### src/rtl/seg_scan_driver_if.sv
// Display-side bundle of the seven-segment scan driver: scan clock and digit
// data in, active-low anode/segment/decimal-point drive and scan status out.
interface seg_scan_driver_if #(
    parameter int DIGITS = 4,
    parameter int IDXW   = 2
);
    logic                  scanClk;
    logic [4*DIGITS-1:0]   digits;
    logic [DIGITS-1:0]     blank;
    logic [DIGITS-1:0]     dp;
    logic [DIGITS-1:0]     an;
    logic [6:0]            seg;
    logic                  dpOut;
    logic [IDXW-1:0]       scanIdx;
    logic                  scanTick;

    modport master (
        output scanClk, digits, blank, dp,
        input  an, seg, dpOut, scanIdx, scanTick
    );

    modport slave (
        input  scanClk, digits, blank, dp,
        output an, seg, dpOut, scanIdx, scanTick
    );
endinterface

### src/rtl/seg_scan_driver.sv
// Time-multiplexed seven-segment driver: the divided scan clock is synchronised,
// edge-detected into a tick that steps the digit index, and outputs are registered.
module seg_scan_driver #(
    parameter int DIGITS = 4,
    parameter int IDXW   = 2
) (
    input  logic               clk,
    input  logic               reset,
    seg_scan_driver_if.slave   bus
);

    logic                s1_q, s2_q, s3_q;
    logic                tick;
    logic [IDXW-1:0]     idx_q, idx_d;
    logic [DIGITS-1:0]   an_q, an_d;
    logic [6:0]          seg_q, seg_d;
    logic                dp_q, dp_d;
    logic [3:0]          nib;

    function automatic logic [6:0] hex_to_seg(input logic [3:0] v);
        logic [6:0] s;
        case (v)
            4'h0: s = 7'h40;
            4'h1: s = 7'h79;
            4'h2: s = 7'h24;
            4'h3: s = 7'h30;
            4'h4: s = 7'h19;
            4'h5: s = 7'h12;
            4'h6: s = 7'h02;
            4'h7: s = 7'h78;
            4'h8: s = 7'h00;
            4'h9: s = 7'h10;
            4'hA: s = 7'h08;
            4'hB: s = 7'h03;
            4'hC: s = 7'h46;
            4'hD: s = 7'h21;
            4'hE: s = 7'h06;
            default: s = 7'h0E;
        endcase
        return s;
    endfunction

    // scanClk is asynchronous: two flops to settle it, a third to find its rising edge
    always_ff @(posedge clk) begin
        if (reset) begin
            s1_q <= 1'b0;
            s2_q <= 1'b0;
            s3_q <= 1'b0;
        end else begin
            s1_q <= bus.scanClk;
            s2_q <= s1_q;
            s3_q <= s2_q;
        end
    end

    assign tick = s2_q & ~s3_q;

    always_comb begin
        idx_d = idx_q;
        if (tick) begin
            if (idx_q == IDXW'(DIGITS - 1))
                idx_d = '0;
            else
                idx_d = idx_q + IDXW'(1);
        end
    end

    always_ff @(posedge clk) begin
        if (reset)
            idx_q <= '0;
        else
            idx_q <= idx_d;
    end

    assign nib = bus.digits[{idx_q, 2'b00} +: 4];

    always_comb begin
        an_d  = '1;
        seg_d = 7'h7F;
        dp_d  = 1'b1;
        if (!bus.blank[idx_q]) begin
            an_d[idx_q] = 1'b0;
            seg_d       = hex_to_seg(nib);
            dp_d        = ~bus.dp[idx_q];
        end
    end

    // Outputs refresh every cycle so data changes show without waiting for a tick
    always_ff @(posedge clk) begin
        if (reset) begin
            an_q  <= '1;
            seg_q <= 7'h7F;
            dp_q  <= 1'b1;
        end else begin
            an_q  <= an_d;
            seg_q <= seg_d;
            dp_q  <= dp_d;
        end
    end

    assign bus.an       = an_q;
    assign bus.seg      = seg_q;
    assign bus.dpOut    = dp_q;
    assign bus.scanIdx  = idx_q;
    assign bus.scanTick = tick;

endmodule
### src/flat_wrapper.sv
// flat-port wrapper written by rule: the top's interface ports become plain ports
module seg_scan_driver_flat 
#(
    parameter int DIGITS = 4,
    parameter int IDXW   = 2
)
  (clk, reset, bus_scanClk, bus_digits, bus_blank, bus_dp, bus_an, bus_seg, bus_dpOut, bus_scanIdx, bus_scanTick);
  seg_scan_driver_if #(.DIGITS(DIGITS), .IDXW(IDXW)) bus_i ();
  input  logic clk;
  input  logic reset;
  input wire logic [$bits(bus_i.scanClk)-1:0] bus_scanClk;
  input wire logic [$bits(bus_i.digits)-1:0] bus_digits;
  input wire logic [$bits(bus_i.blank)-1:0] bus_blank;
  input wire logic [$bits(bus_i.dp)-1:0] bus_dp;
  output wire logic [$bits(bus_i.an)-1:0] bus_an;
  output wire logic [$bits(bus_i.seg)-1:0] bus_seg;
  output wire logic [$bits(bus_i.dpOut)-1:0] bus_dpOut;
  output wire logic [$bits(bus_i.scanIdx)-1:0] bus_scanIdx;
  output wire logic [$bits(bus_i.scanTick)-1:0] bus_scanTick;
  assign bus_i.scanClk = bus_scanClk;
  assign bus_i.digits = bus_digits;
  assign bus_i.blank = bus_blank;
  assign bus_i.dp = bus_dp;
  assign bus_an = bus_i.an;
  assign bus_seg = bus_i.seg;
  assign bus_dpOut = bus_i.dpOut;
  assign bus_scanIdx = bus_i.scanIdx;
  assign bus_scanTick = bus_i.scanTick;
  seg_scan_driver #(.DIGITS(DIGITS), .IDXW(IDXW)) u_core (.clk(clk), .reset(reset), .bus(bus_i));
endmodule
### config.mk
export PLATFORM = sky130hd
export DESIGN_NAME = seg_scan_driver_flat
export DESIGN_NICKNAME = d
export VERILOG_FILES = /design/src/rtl/seg_scan_driver_if.sv /design/src/rtl/seg_scan_driver.sv /design/src/flat_wrapper.sv
export SDC_FILE = /design/constraint.sdc
export NUM_CORES = 1
export LEC_CHECK = 0
export BUFFER_PORTS_ARGS = -buffer_cell sky130_fd_sc_hd__buf_2
export CORE_ASPECT_RATIO = 1.2
export CORE_MARGIN = 5
export CORE_UTILIZATION = 45
export DETAILED_ROUTE_END_ITERATION = 8
export GPL_TIMING_DRIVEN = 0
export MAX_ROUTING_LAYER = met4
export PLACE_DENSITY = 0.83
export RECOVER_POWER = 50
export SKIP_CTS_REPAIR_TIMING = 1
export SYNTH_ARGS = -nofsm -noshare
export SYNTH_HDL_FRONTEND = slang
export SYNTH_SLANG_ARGS = --single-unit
export TNS_END_PERCENT = 20
### constraint.sdc
create_clock -name clk -period 6.08 [get_ports clk]
set_clock_uncertainty 0.05 [all_clocks]
set_input_delay 0 -clock clk [delete_from_list [all_inputs] [get_ports clk]]
set_output_delay 0 -clock clk [all_outputs]
set_load 0.05 [all_outputs]
# == Word level (Yosys, flattened, before mapping) ==
# Memory sizes are Yosys's and may differ from the RTL's. A register that Yosys moved wholly into a read port is not among the register bits.
# Index checks and enable logic that the tools add are counted.
# totals
regBits,10
romBits,112
in_bits,27
wordCells,25
n_memories,1
# classes
add_sub_neg,1
order_cmp,2
n_eq_ne,1
shifts,1
muxes,7
n_bitwise,4
n_reduce_logical,2
# mem_list
name,words,word_bits,read_ports,rd_clocked_by_memory_dff,wr,line,source
(no name shown),16,7,1,1,0,seg_scan_driver.sv:22,case (v)
# op_table
op,count
16-bit by 5-bit variable part select with 4-bit output,1
1-bit binary-select mux with 2-bit select,2
4-bit inverter,1
"2-bit by 3-bit less-than comparator with 1-bit output, second input constant",1
1-bit 2-to-1 mux,3
"2-bit by 1-bit adder with 2-bit output, second input constant",1
1-bit demux with 2-bit select,1
"2-bit == test, second input constant",1
"2-bit by 1-bit >= comparator with 1-bit output, second input constant",1
2-bit 2-to-1 mux,1
1-bit inverter,2
2-bit OR reduction,1
1-bit AND,1
1-bit logical AND,1

# == Logic depth before layout (Yosys ltp) ==
# Gate-level depths: netlist of run 1.
# depth
ltp_word,5
depth_mapped,7
depth_no_buf,6

# == Worst setup path after synthesis of run 1 ==
# No wires, ideal clock.
# synth_timing
kind,flip-flop to flip-flop
from,"reg u_core.idx_q[0], in the netlist u_core.bus.scanIdx[0]"
to,"reg u_core.seg_q[1], in the netlist u_core.bus.seg[1]"
setup_ps,129
arrival_time_ps,2157
required_time_ps,5901
setup_slack_ps,3744
stages_incl_launch_ff,7
period_less_slack_ps,2336
path_cell_list,dfxtp_1 buf_6 mux4_1 inv_1 ha_1 o211ai_1 o211ai_1
# synth_via
elab_chain_cells,3
elab_cells_between_ends,4
cone_classes,1 x shift; 2 x mux; 1 x reduce/logical
# synth_rtl
element,line,source
start: declaration,seg_scan_driver.sv:14,"logic [IDXW-1:0] idx_q, idx_d;"
start signal: assignment,seg_scan_driver.sv:72,idx_q <= idx_d;
"parallel branches: the longest is 3 deep, another holds 16-bit by 5-bit variable part select with 4-bit output",-,
end: declaration,seg_scan_driver.sv:16,"logic [6:0] seg_q, seg_d;"
# Parallel ways; which one is timed is not known. The select of a mux whose other input is x is not followed.
# A chain may end at the register's enable or synchronous reset.

# == Worst setup path in the final report of run 1 ==
# layout_timing
from,"reg u_core.idx_q[0], in the netlist u_core.bus.scanIdx[0]"
to,"reg u_core.seg_q[6], in the netlist u_core.bus.seg[6]"
# Same word-level chain as after synthesis.

==> qor.yml, run 1 <==
status:
  run_status: "finished, final reports clean"
grt:
  grt_pass1_vias: 716
  grt-ovfl-total: 0
  grt_pass1_wl_mm: 2.93
  antenna_found_initial: 0
  grt_max_degree: 11
  grt_use_total: 0.127
cts:
  root_buffer: "clkbuf_4"
  cts_sinks: 17
  clkTransAtPathRegs_ns: 0.09
  cts_buffer_depth: 2
  cts_buffers: 3
  clk_latency_ns: 0.29
  cts_tree: "yes"
  htreeDepth: 1
timing:
  worst_pin_slew_ns: 0.606
  finalSetupTns_ns: 0
  drv_slew: 0
  setup_viol: 0
  period_share: 0.353
  maxSlewHeadroom: 0.598
  hold_viol_final: 0
  period_minus_slack_ns: 2.15
  layout_setup_ws_ns: 3.93
  clock.fmax_ghz: 0.466
  hold_ws_ns: 0.0418
  rsz0062_at_grt: "no"
logic_synthesis:
  ys_warn_count: 0
  synth.avg_cell_area_um2: 10.9
  syn-num-nets: 120
  synth_area_um2: 907
  synth-seq-cells: 17
  yosysUniqueCellTypes: 20
  ys_seq_area_frac: 0.375
  synthCells: 83
hold_path:
  hold_path.class: "input port to flop"
layout:
  final_cell_mix: "buf_2, dfxtp_1, clkbuf_1, ha_1, nor2_1"
  drive_gt1_frac: 0.282
  antenna_cells: 0
  final_common_cell: "buf_2"
  instances_no_fill: 150
  area_growth_pct: 29.5
  layout.nets: 169
placed_design:
  pre_cts_ws_ns: 3.95
  io_buffers: 41
  dp_cells: 143
  gp_congestion: 0.829
  hpwl_mm: 1.49
route:
  drc: 0
  drt_iter0_drc: 4
  routed_via_density: 5.02
  ant_nets: 0
  dr.pass1.iters: 3
  vias: 753
  post_drt_wl_per_cell_um: 11.9
  routed_wl_mm: 1.78
worst_setup_path:
  crit_family: "multiplexers"
  crit_required_ns: 6.18
  cp_slowest_stage_delay_ns: 0.66
  worst-setup-path-type: "flop to flop"
  r2r_slack_ns: 3.93
  cp_max_fo: 8
  worst-endpoint-arrival_ns: 2.25
  end_kind: "flop"
  cp_slowest_cell: "mux4_1"
  critical_path.startpoint_type: "flop"
  path_buf_inv: 1
  cp_cell_sequence: "buf_6 > mux4_1 > ha_1 > and2b_1 > a21oi_1 > o221ai_1"
pwr:
  power_density_nw_per_um2: 211
  p_leak_nw: 0.532
  max-vdd-ir-drop_mv: 0.120
floorplan:
  ioPinCount: 42
  die_h_um: 59.2
  start_util: 0.485
  die-area_um2: 3020
  core-area_um2: 1870
  dieWidth_um: 51.0
  core.rowCount: 17
job:
  cap_violations: 0
## worst reg2reg max path: stages, from the launching register on
cell,delay [ns]
dfxtp_1,0.42
buf_6,0.17
mux4_1,0.67
ha_1,0.27
and2b_1,0.18
a21oi_1,0.12
o221ai_1,0.14
## synth_stat cells (all sizes together)
| cell type | count | area [µm²] |
|---|---|---|
| o2bb2ai | 1 | 8.76 |
| a211oi | 2 | 15.0 |
| nand2 | 7 | 26.3 |
| and2b | 2 | 15.0 |
| mux2i | 1 | 10.0 |
| nor2 | 8 | 30.0 |
| or2 | 1 | 8.76 |
| o211ai | 2 | 15.0 |
| ha | 10 | 125 |
| nor2b | 4 | 25.0 |
| o21ai | 2 | 10.0 |
| or2b | 1 | 7.51 |
| dfxtp | 17 | 340 |
| buf | 4 | 37.5 |
| mux4 | 6 | 150 |
| o221ai | 4 | 35.0 |
| inv | 6 | 22.5 |
| a21oi | 5 | 25.0 |
## metrics by stage
stage          power, mW   util  cell area, µm²
4_1_cts            0.248  0.621            1160
3_5_place_dp       0.192  0.607            1140
3_3_place_gp       0.190  0.607            1140
6_report           0.248  0.628            1170
2_1_floorplan      0.173      -             907
5_1_grt            0.262  0.628            1170
## layout make-up
type | instances | area (µm²)
buffer | 4 | 37.5
clock buffer | 4 | 26.3
fill | 171 | 697
inverter | 6 | 22.5
multi-input combinational | 56 | 507
sequential | 17 | 340
tap | 19 | 23.8
timing repair buffer | 44 | 218
## flip-flops by register name, indices dropped and copies added, names as in the netlist
name / count
u_core.s2_q: 1
u_core.s1_q: 1
u_core.bus.seg: 7
u_core.s3_q: 1
u_core.bus.dpOut: 1
u_core.bus.scanIdx: 2
u_core.bus.an: 4
## logic make-up (layout without fill, tap and decap cells)
logic type | count (synthesis) | in the layout | synth area share
simple gates | 23 | 23 | 0.124
flops | 17 | 17 | 0.375
compound gates | 16 | 16 | 0.120
fa+ha+maj | 10 | 10 | 0.138
buf+inv | 10 | 58 | 0.0662
mux | 7 | 7 | 0.177
## layer usage
| metal | vias to the layer above | share of wire | track usage | wire length (µm) |
|---|---|---|---|---|
| li1 | 391 | - | - | - |
| met1 | 319 | 0.41 | 0.148 | 725 |
| met2 | 38 | 0.45 | 0.204 | 807 |
| met3 | 5 | 0.12 | 0.0327 | 212 |
| met4 | 0 | 0.021 | 0.0547 | 37 |
| met5 | - | 0 | - | 0 |
## power breakdown
part	total (mW)	internal [mW]	switching [mW]
registers	0.119	0.117	0.00188
clock network	0.0582	0.0255	0.0327
logic	0.0704	0.0267	0.0437
total	0.248	0.170	0.0783
## path summary, 6_finish.rpt
| path | cells past startpoint | from | end |
|---|---|---|---|
| worst max-delay path | 6 | u_core.bus.scanIdx[0] | u_core.bus.seg[6] |
| worst min-delay path | 3 | bus_dp[3] | u_core.bus.dpOut |
| worst max register to register | 6 | u_core.bus.scanIdx[0] | u_core.bus.seg[6] |
| worst min register to register | 1 | u_core.s1_q | u_core.s2_q |
No activity file was read; power rests on OpenSTA's default activity.
==> run 2: changes to the inputs <==
- clock period: 6.08 -> 2 ns (I/O delays scaled with it)
==> run 2 against run 1 <==
Compared with the run above: global-route usage rose by 0.71 points; clock-buffer cell count is 1 lower; first-iteration DRC count rose to 2.5 times the previous value; worst hold slack better by 0.0048 ns; highest routed layer unchanged.
==> qor.yml, run 2 (same netlist as run 1, synthesis figures left out) <==
status:
  run_status: "finished, final reports clean"
layout:
  drive_gt1_frac: 0.466  # +0.184
  antenna_cells: 0  # unchanged
  fin_util: 0.647  # +0.0194
  final_cell_mix: "buf_2, dfxtp_1, nor2_1, ha_1, nand2_1"
  n_fill_cell: 163  # -4.7%
  largest_reg_flops: 7  # unchanged
  area_growth_pct: 33.5
  final_common_cell: "buf_2"
  layout.nets: 171  # +1.2%
cts:
  cts_buffers: 3  # unchanged
  clkTransAtPathRegs_ns: 0.10  # about the same
  clk_latency_ns: 0.28  # about the same
  cts_sinks: 17  # unchanged
  cts_buffer_depth: 2  # unchanged
  cts_tree: "yes"
  htreeDepth: 1  # unchanged
  root_buffer: "clkbuf_4"
route:
  drt_iter0_drc: 10  # +6
  routed_wl_mm: 1.83  # +2.8%
  routed_via_density: 5.11  # +1.8%
  vias: 777  # +3.2%
  dr.pass1.iters: 6  # +3
  post_drt_wl_per_cell_um: 12.1  # +1.5%
  ant_nets: 0  # unchanged
  drc: 0  # unchanged
grt:
  grt_use_total: 0.134  # +0.00707
  grt_pass1_wl_mm: 3.15  # +7.5%
  antenna_found_initial: 0  # unchanged
  grt_max_degree: 11  # unchanged
  grt_pass1_vias: 811  # +13%
  grt-ovfl-total: 0  # unchanged
worst_setup_path:
  end_kind: "flop"
  cp_cell_sequence: "buf_6 > mux4_2 > ha_2 > and2b_1 > a21oi_1 > o221ai_1"
  crit_family: "multiplexers"
  crit_required_ns: 2.10  # -4.08 ns
  critical_path.startpoint_type: "flop"
  reg2regPathDepth: 6  # unchanged
  cp_max_fo: 8  # unchanged
  worst-endpoint-arrival_ns: 2.05  # -0.20 ns
  reg2reg_to: "u_core.bus.seg[6]"
  path_buf_inv: 1  # unchanged
  cp_slowest_cell: "mux4_2"
  worst-setup-path-type: "flop to flop"
  r2r_slack_ns: 0.05  # -3.88 ns
  crit_cells: 6  # unchanged
  cp_slowest_stage_delay_ns: 0.57  # -0.09 ns
  regToRegStartpoint: "u_core.bus.scanIdx[0]"
hold_path:
  hold_path.class: "input port to flop"
  hold_end: "u_core.bus.dpOut"
  hp-start: "bus_dp[3]"
  hold_depth: 3  # unchanged
timing:
  period_minus_slack_ns: 1.95  # -0.196 ns
  clock.fmax_ghz: 0.513  # +10%
  hold_viol_final: 0  # unchanged
  maxSlewHeadroom: 0.811  # +0.213
  drv_slew: 0  # unchanged
  worst_pin_slew_ns: 0.284  # -0.322 ns
  period_share: 0.976  # +0.622
  setup_viol: 0  # unchanged
  rsz0062_at_grt: "yes"
floorplan:
  dieWidth_um: 51.0  # unchanged
  core-area_um2: 1870  # unchanged
  start_util: 0.485  # unchanged
  die_h_um: 59.2  # unchanged
  core.rowCount: 17  # unchanged
  die-area_um2: 3020  # unchanged
  ioPinCount: 42  # unchanged
pwr:
  max-vdd-ir-drop_mv: 0.316  # +160%
  finalPower_mw: 0.763  # +210%
  power_density_nw_per_um2: 630  # +200%
  p_leak_nw: 0.559  # +5.1%
placed_design:
  gp_congestion: 0.837  # +0.94%
  io_buffers: 41  # unchanged
job:
  cap_violations: 0  # unchanged
[run 2: cell types whose count changed in the layout (fill, tap and decap cells not counted), moves of 2 or more]
cell and change:
buf_2 +14, buf_4 +2, clkbuf_1 -15, dfxtp_1 -2, ha_1 -2, ha_2 +2, inv_1 -2, inv_2 +2
mux4_1 -2, mux4_2 +2
[run 2: how the worst max path moves through the flow]
stage	startpoint	to	slack [ns]
after global routing	u_core.bus.scanIdx[0]	u_core.bus.seg[6]	-0.04
after CTS	u_core.bus.scanIdx[0]	u_core.bus.seg[6]	0.03
final	u_core.bus.scanIdx[0]	u_core.bus.seg[6]	0.05
after detailed placement	u_core.bus.scanIdx[0]	u_core.bus.seg[1]	0.06
after global placement	u_core.bus.scanIdx[0]	u_core.bus.seg[6]	0.08
after floorplan	u_core.bus.scanIdx[0]	u_core.bus.seg[1]	0.03
[run 2: tightest hold or removal path, delay by kind of cell]
| kind | cells | cell delay (ns) |
|---|---|---|
| buffers and inverters | 1 | 0.07 |
| muxes | 1 | 0.22 |
| and+or+nand+nor | 1 | 0.05 |
[run 2: layout make-up]
type / count / area (µm²) / area share
plain buffers: 4 / 37.5 / 0.0310
clock buffers: 3 / 22.5 / 0.0186
clock inverters: 1 / 5.00 / 0.00413
inverters: 6 / 22.5 / 0.0186
multi-input cells: 56 / 504 / 0.416
flip-flops and latches: 17 / 345 / 0.285
well taps: 19 / 23.8 / 0.0196
repair buffers: 46 / 250 / 0.207
[run 2: per-stage QoR]
stage / TNS [ns] / cells / instance area [µm²] / worst slack (ns) / hold WS (ns)
after floorplan: 0 / 83 / 905 / 0.0308 / 0.0127
after global placement: 0 / 143 / 1130 / 0.0839 / 0.160
after detailed placement: 0 / 143 / 1130 / 0.0604 / 0.176
after CTS: 0 / 147 / 1160 / 0.0339 / -0.124
after global routing: -0.0666 / 152 / 1210 / -0.0375 / 0.0387
final: 0 / 152 / 1210 / 0.0490 / 0.0466
[run 2: routing by layer]
metal | track usage | vias up | part of all wire
met2 | 0.236 | 44 | 0.47
met3 | 0.0302 | 2 | 0.10
met5 | - | - | 0
met1 | 0.150 | 338 | 0.42
met4 | 0.0365 | 0 | 0.0055
li1 | - | 393 | -
[run 2: where the power goes]
part | total [mW] | internal [mW] | switching, mW
Combinational | 0.227 | 0.0911 | 0.136
Clock | 0.173 | 0.0742 | 0.0990
Sequential | 0.362 | 0.357 | 0.00543
Total | 0.763 | 0.522 | 0.241
==> run 3: changes to the inputs <==
- CELL_PAD_IN_SITES_DETAIL_PLACEMENT: not set -> 0
- CELL_PAD_IN_SITES_GLOBAL_PLACEMENT: not set -> 1
- CORE_UTILIZATION: 45 -> 33
==> run 3 against run 2 <==
Compared with the run above: global-route usage decreased by 2.9 points; highest routed layer unchanged; sequential cell count is the same; fmax up 3.2%; largest cell class unchanged; final cell count increased by 7.9%; sequential power hardly changed; design area shrank 1.7%; combinational power down 5%; critical endpoint is now u_core.bus.seg[5]; clock power is essentially flat.
==> qor.yml, run 3 (same netlist as run 1, synthesis figures left out) <==
timing:
  setup_viol: 0  # unchanged
  hold_ws_ns: 0.0620  # +0.0154 ns
  finalSetupTns_ns: 0  # unchanged
  clock.fmax_ghz: 0.529  # +3.2%
  period_share: 0.945  # -0.0303
  rsz0062_at_grt: "no"
  maxSlewHeadroom: 0.600  # -0.210
  worst_pin_slew_ns: 0.602  # +0.319 ns
  drv_slew: 0  # unchanged
  hold_viol_final: 0  # unchanged
  period_minus_slack_ns: 1.89  # -0.0606 ns
cts:
  clkTransAtPathRegs_ns: 0.09  # about the same
  cts_buffers: 3  # unchanged
  cts_tree: "yes"
  cts_buffer_depth: 2  # unchanged
  cts_sinks: 17  # unchanged
  htreeDepth: 1  # unchanged
  root_buffer: "clkbuf_4"
  clk_latency_ns: 0.28  # about the same
placed_design:
  hpwl_mm: 1.60
  dp_cells: 157  # +9.8%
  gp_congestion: 0.836  # about the same
  dpl_cell_area_um2: 1150  # +1.5%
  io_buffers: 41  # unchanged
worst_setup_path:
  r2r_slack_ns: 0.11  # +0.06 ns
  reg2regPathDepth: 5  # -1
  worst-setup-path-type: "flop to flop"
  end_kind: "flop"
  cp_max_fo: 11  # +3
  regToRegStartpoint: "u_core.bus.scanIdx[0]"
  critical_path.startpoint_type: "flop"
  worst-endpoint-arrival_ns: 1.99  # -0.06 ns
  crit_required_ns: 2.10  # about the same
  reg2reg_to: "u_core.bus.seg[5]"
layout:
  fin_area_um2: 1190  # -1.7%
  drive_gt1_frac: 0.344  # -0.123
  area_growth_pct: 31.3
  largest_reg_flops: 7  # unchanged
  final_cell_mix: "buf_2, clkbuf_1, dfxtp_1, nor2_1, ha_1"
  antenna_cells: 0  # unchanged
  final_common_cell: "buf_2"
  layout.nets: 169  # -1.2%
  instances_no_fill: 164  # +7.9%
route:
  dr.pass1.iters: 5  # -1
  vias: 788  # +1.4%
  drc: 0  # unchanged
  post_drt_wl_per_cell_um: 11.7  # -3.1%
  ant_nets: 0  # unchanged
  drt_iter0_drc: 12  # +2
  routed_via_density: 4.80  # -6.0%
  routed_wl_mm: 1.92  # +4.5%
grt:
  grt_max_degree: 11  # unchanged
  grt_pass1_vias: 798  # -1.6%
  antenna_found_initial: 0  # unchanged
  grt-ovfl-total: 0  # unchanged
  grt_use_total: 0.105  # -0.0294
  grt_pass1_wl_mm: 3.12  # -1.1%
status:
  run_status: "finished, final reports clean"
floorplan:
  core-area_um2: 2580  # +38%
  die-area_um2: 3900  # +29%
  ioPinCount: 42  # unchanged
  dieWidth_um: 57.9  # +13%
  start_util: 0.352  # -0.133
  die_h_um: 67.4  # +14%
  core.rowCount: 20  # +3
job:
  cap_violations: 0  # unchanged
pwr:
  pwr-share-seq: 0.485  # +0.010
  pwr-share-clk: 0.229  # +0.002
  p_leak_nw: 0.520  # -7.0%
  power.internal_mw: 0.517  # -1.0%
  p_comb_frac: 0.285  # -0.013
  max-vdd-ir-drop_mv: 0.260  # -18%
  p_switching_mw: 0.236  # -1.7%
  finalPower_mw: 0.753  # -1.2%
  power_density_nw_per_um2: 632  # +0.41%
  switching_share: 0.314  # -0.00153
hold_path:
  hold_depth: 3  # unchanged
  hp-start: "bus_dp[0]"
  hold_end: "u_core.bus.dpOut"
  hold_path.class: "input port to flop"
run 3: cell count changes in the layout (fill, tap and decap cells not counted):
| cell | delta |
|---|---|
| buf_6 | -1 |
| clkbuf_1 | +15 |
| buf_2 | -14 |
| buf_4 | -1 |
| clkinv_2 | -1 |
run 3: per-layer routing:
layer,share of wire,vias to the layer above,routed length (µm),track usage
met3,0.093,2,178,0.0268
met2,0.48,45,923,0.167
met5,0,-,0,-
li1,-,392,-,-
met4,0.0068,0,13,0.0493
met1,0.42,349,799,0.123
run 3: worst max-delay path by stage:
stage | start | endpoint | depth (start not counted)
after floorplan | u_core.bus.scanIdx[0] | u_core.bus.seg[1] | 6
after global placement | u_core.bus.scanIdx[0] | u_core.bus.seg[6] | 6
after detailed placement | u_core.bus.scanIdx[0] | u_core.bus.seg[6] | 6
after CTS | u_core.bus.scanIdx[0] | u_core.bus.seg[6] | 6
after global routing | u_core.bus.scanIdx[0] | u_core.bus.seg[3] | 5
final | u_core.bus.scanIdx[0] | u_core.bus.seg[5] | 5
run 3: critical path: stages (launching register included):
cell	delay [ns]
dfxtp_4	0.45
mux4_2	0.60
ha_2	0.24
and2b_1	0.16
a21oi_1	0.11
o221ai_1	0.14
run 3: cell type report:
type,instances,area (µm²)
Buffer,3,26.3
Clock buffer,4,26.3
Fill cell,268,1390
Inverter,6,22.5
Multi-Input combinational cell,56,504
Sequential cell,17,345
Tap cell,33,41.3
Timing Repair Buffer,45,225
run 3: power by group through the flow:
stage          Combinational (mW)  Clock [mW]  Sequential [mW]
6_report                    0.215       0.173            0.365
5_1_grt                     0.235       0.191            0.368
4_1_cts                     0.217       0.183            0.362
3_5_place_dp                0.217           0            0.370
3_3_place_gp                0.212           0            0.369
2_1_floorplan              0.0979           0            0.429
run 3: stage by stage:
step / utilization / worst slack (ns)
global placement: 0.447 / 0.0502
global route: 0.462 / 0.00708
detailed placement: 0.447 / 0.0353
finish: 0.462 / 0.110
CTS: 0.457 / 0.00680
floorplan: - / 0.0308
